--- src/rtl/uart_pkg.sv ---
// uart_pkg: constants and types shared by the UART transmit and receive stages.
//   UART_BAUD_DIV   : clocks per bit at 50 MHz for 115200 baud.
//   UART_FRAME_BITS : bits per 8N1 frame (start + 8 data + stop).
//   tx_state_t      : transmit controller states.
package uart_pkg;

  localparam int UART_BAUD_DIV   = 434;
  localparam int UART_FRAME_BITS = 10;

  typedef enum logic [1:0] {
    IDLE,
    RD,
    LATCH,
    SEND
  } tx_state_t;

endpackage

--- src/rtl/uart_baud_cnt.sv ---
// uart_baud_cnt: bit-period counter shared by the UART transmit and receive stages.
// Ports:
//   clk     : system clock
//   rst     : synchronous active-high reset
//   run     : counter advances while high, held at 0 while low
//   bit_end : high on the last clock of each bit period
module uart_baud_cnt
  import uart_pkg::*;
#(
  parameter int BAUD_DIV = UART_BAUD_DIV
) (
  input  logic clk,
  input  logic rst,
  input  logic run,
  output logic bit_end
);

  localparam int              CNT_W = (BAUD_DIV > 1) ? $clog2(BAUD_DIV) : 1;
  localparam logic [CNT_W-1:0] LAST = CNT_W'(BAUD_DIV - 1);

  logic [CNT_W-1:0] baud_cnt_reg;

  always_ff @(posedge clk) begin
    if (rst || !run || bit_end) begin
      baud_cnt_reg <= '0;
    end else begin
      baud_cnt_reg <= baud_cnt_reg + 1'b1;
    end
  end

  // Gated with run so a stale count can never end a bit outside a frame.
  assign bit_end = run && (baud_cnt_reg == LAST);

endmodule

--- src/rtl/uart_tx_ctrl.sv ---
// uart_tx_ctrl: pops bytes from the SDRAM read FIFO and sends each as an 8N1
// UART frame, LSB first.
// Ports:
//   clk         : system clock (50 MHz)
//   rst         : synchronous active-high reset
//   tx_en       : permission to start new frames (a running frame always completes)
//   rfifo_empty : read FIFO empty flag, sampled only when idle
//   rfifo_data  : read FIFO output, valid the cycle after the pop strobe
//   rfifo_rd    : one-cycle registered pop strobe
//   rs232_tx    : serial line, registered, idles high
//   tx_busy     : high from pop until the end of the stop bit
//   tx_done     : one-cycle pulse in the first idle cycle after the stop bit
module uart_tx_ctrl
  import uart_pkg::*;
#(
  parameter int BAUD_DIV = UART_BAUD_DIV,
  parameter int DATA_W   = 8
) (
  input  logic              clk,
  input  logic              rst,
  input  logic              tx_en,
  input  logic              rfifo_empty,
  input  logic [DATA_W-1:0] rfifo_data,
  output logic              rfifo_rd,
  output logic              rs232_tx,
  output logic              tx_busy,
  output logic              tx_done
);

  localparam logic [3:0] LAST_BIT = 4'(UART_FRAME_BITS - 1);

  tx_state_t         state_reg;
  logic [3:0]        bit_idx_reg;
  // Payload plus the stop bit above it: shifting right walks d[0]..d[7] then 1.
  logic [DATA_W:0]   shift_reg;
  logic              baud_run;
  logic              bit_end;

  assign baud_run = (state_reg == SEND);

  uart_baud_cnt #(
    .BAUD_DIV (BAUD_DIV)
  ) u_baud_cnt (
    .clk     (clk),
    .rst     (rst),
    .run     (baud_run),
    .bit_end (bit_end)
  );

  always_ff @(posedge clk) begin
    if (rst) begin
      state_reg   <= IDLE;
      rfifo_rd    <= 1'b0;
      rs232_tx    <= 1'b1;
      tx_busy     <= 1'b0;
      tx_done     <= 1'b0;
      bit_idx_reg <= '0;
      shift_reg   <= '1;
    end else begin
      rfifo_rd <= 1'b0;
      tx_done  <= 1'b0;
      case (state_reg)
        IDLE: begin
          if (tx_en && !rfifo_empty) begin
            state_reg <= RD;
            rfifo_rd  <= 1'b1;
            tx_busy   <= 1'b1;
          end
        end
        RD: begin
          state_reg <= LATCH;
        end
        LATCH: begin
          // FIFO output is valid now; start bit goes out next cycle.
          state_reg   <= SEND;
          shift_reg   <= {1'b1, rfifo_data};
          rs232_tx    <= 1'b0;
          bit_idx_reg <= '0;
        end
        SEND: begin
          if (bit_end) begin
            if (bit_idx_reg == LAST_BIT) begin
              state_reg <= IDLE;
              tx_done   <= 1'b1;
              tx_busy   <= 1'b0;
              rs232_tx  <= 1'b1;
            end else begin
              bit_idx_reg <= bit_idx_reg + 1'b1;
              rs232_tx    <= shift_reg[0];
              shift_reg   <= {1'b1, shift_reg[DATA_W:1]};
            end
          end
        end
        default: begin
          state_reg <= IDLE;
        end
      endcase
    end
  end

endmodule

--- config.mk ---
export PLATFORM = sky130hd
export DESIGN_NAME = uart_tx_ctrl
export DESIGN_NICKNAME = d
export VERILOG_FILES = /design/src/rtl/uart_pkg.sv /design/src/rtl/uart_baud_cnt.sv /design/src/rtl/uart_tx_ctrl.sv
export SDC_FILE = /design/constraint.sdc
export NUM_CORES = 1
export LEC_CHECK = 0
export CAP_MARGIN = 20
export CORE_MARGIN = 2
export CORE_UTILIZATION = 40
export DETAILED_ROUTE_END_ITERATION = 16
export PLACE_DENSITY = 0.66
export SLEW_MARGIN = 10
export SYNTH_ARGS = -nofsm -noshare
export SYNTH_HDL_FRONTEND = slang
export SYNTH_SLANG_ARGS = --single-unit
export TNS_END_PERCENT = 5
--- constraint.sdc ---
create_clock -name clk -period 2.83 [get_ports clk]
set_clock_uncertainty 0.05 [all_clocks]
set_input_delay 0.849 -clock clk [delete_from_list [all_inputs] [get_ports clk]]
set_output_delay 0.849 -clock clk [all_outputs]
set_load 0.005 [all_outputs]
==> run_results.csv <==
group,metric,value,unit
power_and_ir_drop,p_sw,0.249,mW
clock_tree,cts_max_level,1,
die,core-area,3050,um2
worst_setup_path,critical-path-top-delay-family,"buffers and inverters",
global_route,gr-usage-met3,0.0213,
power_and_ir_drop,clkPwrFrac,0.205,
power_and_ir_drop,p_comb_frac,0.256,
yosys,ys_seq_area_frac,0.418,
route,firstDrtPassIters,4,
yosys,ys_ff_latch,27,
power_and_ir_drop,seq_power_share,0.539,
global_route,track_usage,0.150,
global_route,grt_util_met1,0.185,
worst_setup_path,critPathMaxFanout,2,
worst_setup_path,worstReg2RegEnd,"shift_reg[5]$_SDFFE_PP1P_",
worst_setup_path,path_depth,1,
global_route,use_met2,0.266,
worst_setup_path,ff2ff_path_depth,6,
clock_tree,clock_sinks,27,
global_route,top_usage_layer,"met2",
yosys,synth_flop_cell,"dfxtp_1",
worst_setup_path,required,1.93,ns
global_route,grt_antenna_before_repair,0,
yosys,synthDistinctLibCells,37,
run,cap_viol_max_count,0,
route,viasPerCell,5.36,
hold_path,hp-class,"reg2reg",
power_and_ir_drop,p_int,0.582,mW
timing,finalCritPeriodShare,0.740,
place,dp_hpwl,1790,um
yosys,synth-edff-count,0,
route,drt_wl_total,2450,um
timing,finalMaxSlewViolations,0,
die,num_io_pins,16,
final_layout,fin_nets,171,
yosys,yosys-top-cells-count,"27 x dfxtp_1, 11 x nor2_1, 10 x nor3_1, 8 x inv_1",
timing,tightest_slew,0.736,ns
timing,finalCriticalPeriod,2.09,ns
status,status,"completed",
place,gp_congestion,0.792,
worst_setup_path,reg2reg_from,"state_reg[0]$_SDFFE_PP0P_",
global_route,grt_pass1_wl,4220,um
power_and_ir_drop,swShare,0.300,
final_layout,fin_util,0.496,
timing,max_slew_margin,0.507,
power_and_ir_drop,peakVddDrop,0.000305,V
final_layout,stdcell_area,1510,um2
clock_tree,clockBufferDepth,2,
clock_tree,cts_tree,"done",
die,die-area,3700,um2
final_layout,drive_above_1_share,0.0530,
yosys,synth.largest_area_cell,"dfxtp_1",
die,start_util,0.423,
timing,fmax,0.478,GHz
clock_tree,cts_buffers,3,
worst_setup_path,critPathArrivalTime,1.19,ns
clock_tree,post_cts_buffers,0,
die,dieHeight,60.8,um
worst_setup_path,path_cells,"clkdlybuf4s50_1",
global_route,grt_overflow,0,
clock_tree,post_cts_resized,0,
worst_setup_path,critPathCapture,"rs232_tx",
route,post_drt_wl_per_cell,12.5,um
yosys,async_flop_share,0,
final_layout,fillers,305,
yosys,synthCells,134,
yosys,netlist.area_leader.share,0.418,
yosys,yosysMostFrequentCell,"dfxtp_1",
final_layout,multi_input_area,697,um2
timing,setup_viol_count_final,0,
power_and_ir_drop,p_per_area,548,nW/um2
place,placed_area,1490,um2
worst_setup_path,worstSetupEndpointType,"output pin",
final_layout,regArea,541,um2
timing,setup_tns,0,ns
worst_setup_path,cp-start-kind,"flip-flop",
die,rows,20,
worst_setup_path,cp-startpoint,"rs232_tx$_SDFFE_PP1P_",
worst_setup_path,worst-path-buf-inv,1,
clock_tree,clk_latency,0.33,ns
final_layout,area_growth,17.1,%
global_route,grt_pass1_vias,970,
worst_setup_path,slowest_stage,"clkdlybuf4s50_1",
final_layout,largest_reg_flops,9,
yosys,synth_area,1290,um2
clock_tree,postCtsHoldBufs,0,
place,port_buffers,15,
route,drc,0,
clock_tree,clkTransAtPathRegs,0.14,ns
global_route,grt_max_degree,16,
yosys,synth_fp_nets,153,
timing,hold_violations,0,
clock_tree,cts-root-buf,"clkbuf_4",
power_and_ir_drop,power_leakage,0.508,nW
route,vias,1045,
worst_setup_path,max_stage_delay,0.50,ns
route,ant_nets,0,
die,dieWidth,60.8,um
yosys,ys_warn_count,0,
worst_setup_path,path_class,"reg2out",
yosys,syn_avg_cell_area,9.65,um2
yosys,synthTopCellsByArea,"dfxtp_1 42%, ha_1 6.8%, mux2i_1 5.4%",
worst_setup_path,r2r_setup_slack,0.81,ns
final_layout,insertedDiodeCount,0,
timing,rsz0062_at_grt,"false",
route,drt_iter0_markers,28,
through the flow:
| stage | cells | setup slack (ns) | power (mW) | hold slack [ns] |
|---|---|---|---|---|
| 2_1_floorplan | 134 | 1.17 | 0.613 | 0.391 |
| 3_3_place_gp | 191 | 0.616 | 0.664 | 0.400 |
| 3_5_place_dp | 191 | 0.536 | 0.671 | 0.416 |
| 4_1_cts | 195 | 0.715 | 0.843 | 0.450 |
| 5_1_grt | 195 | 0.589 | 0.894 | 0.473 |
| 6_report | 195 | 0.737 | 0.830 | 0.444 |
area by class of cell:
class                           instances  share of cell area
Multi-Input combinational cell         95               0.460
Sequential cell                        27               0.357
Timing Repair Buffer                   17               0.109
Tap cell                               44              0.0364
Inverter                                8              0.0198
Clock buffer                            4              0.0174
cell families after synthesis:
| family | share of synthesized area |
|---|---|
| simple gates | 0.232 |
| flops | 0.418 |
| compound gates | 0.131 |
| buf+inv | 0.0426 |
| xor+xnor | 0.0542 |
| mux | 0.0542 |
| fa+ha+maj | 0.0678 |
per-layer routing:
metal | routed length (um) | vias to the layer above
met3 | 90 | 2
li1 | - | 528
met4 | 27 | 0
met5 | 0 | -
met2 | 1190 | 25
met1 | 1130 | 490
worst reg2reg max path: cells and delay by family (launching register included):
family	cells	cell delay (ns)
AO/OA/AOI/OAI	2	0.91
adder cells (fa/ha/maj)	1	0.16
buffers and inverters	2	0.34
flip-flops	1	0.39
AND/OR/NAND/NOR	1	0.10
layout by cell type (no fill, tap or decap), types with 6 or more instances in the layout:
master	Yosys	routed
a31oi_1	7	7
ha_1	7	7
clkdlybuf4s50_1	0	15
nand2_1	6	6
dfxtp_1	27	27
mux2i_1	7	7
inv_1	8	8
nand3_1	6	6
nor2_1	11	11
nor3_1	10	10
power groups by stage:
| stage | combinational, mW | sequential (mW) | clock, mW |
|---|---|---|---|
| final | 0.213 | 0.448 | 0.170 |
| after CTS | 0.215 | 0.448 | 0.180 |
| after detailed placement | 0.215 | 0.456 | 0 |
| after global routing | 0.246 | 0.455 | 0.193 |
| after floorplan | 0.161 | 0.452 | 0 |
| after global placement | 0.210 | 0.454 | 0 |
worst min-delay path by stage:
stage	from	endpoint	cells after the start
final	shift_reg[7]$_SDFFE_PP1P_	shift_reg[7]$_SDFFE_PP1P_	2
after global routing	shift_reg[7]$_SDFFE_PP1P_	shift_reg[7]$_SDFFE_PP1P_	2
after floorplan	u_baud_cnt.baud_cnt_reg[0]$_SDFF_PP0_	u_baud_cnt.baud_cnt_reg[0]$_SDFF_PP0_	1
after detailed placement	shift_reg[7]$_SDFFE_PP1P_	shift_reg[7]$_SDFFE_PP1P_	2
after global placement	shift_reg[7]$_SDFFE_PP1P_	shift_reg[7]$_SDFFE_PP1P_	2
after CTS	shift_reg[7]$_SDFFE_PP1P_	shift_reg[7]$_SDFFE_PP1P_	2
(Power assumes the default switching activity.)
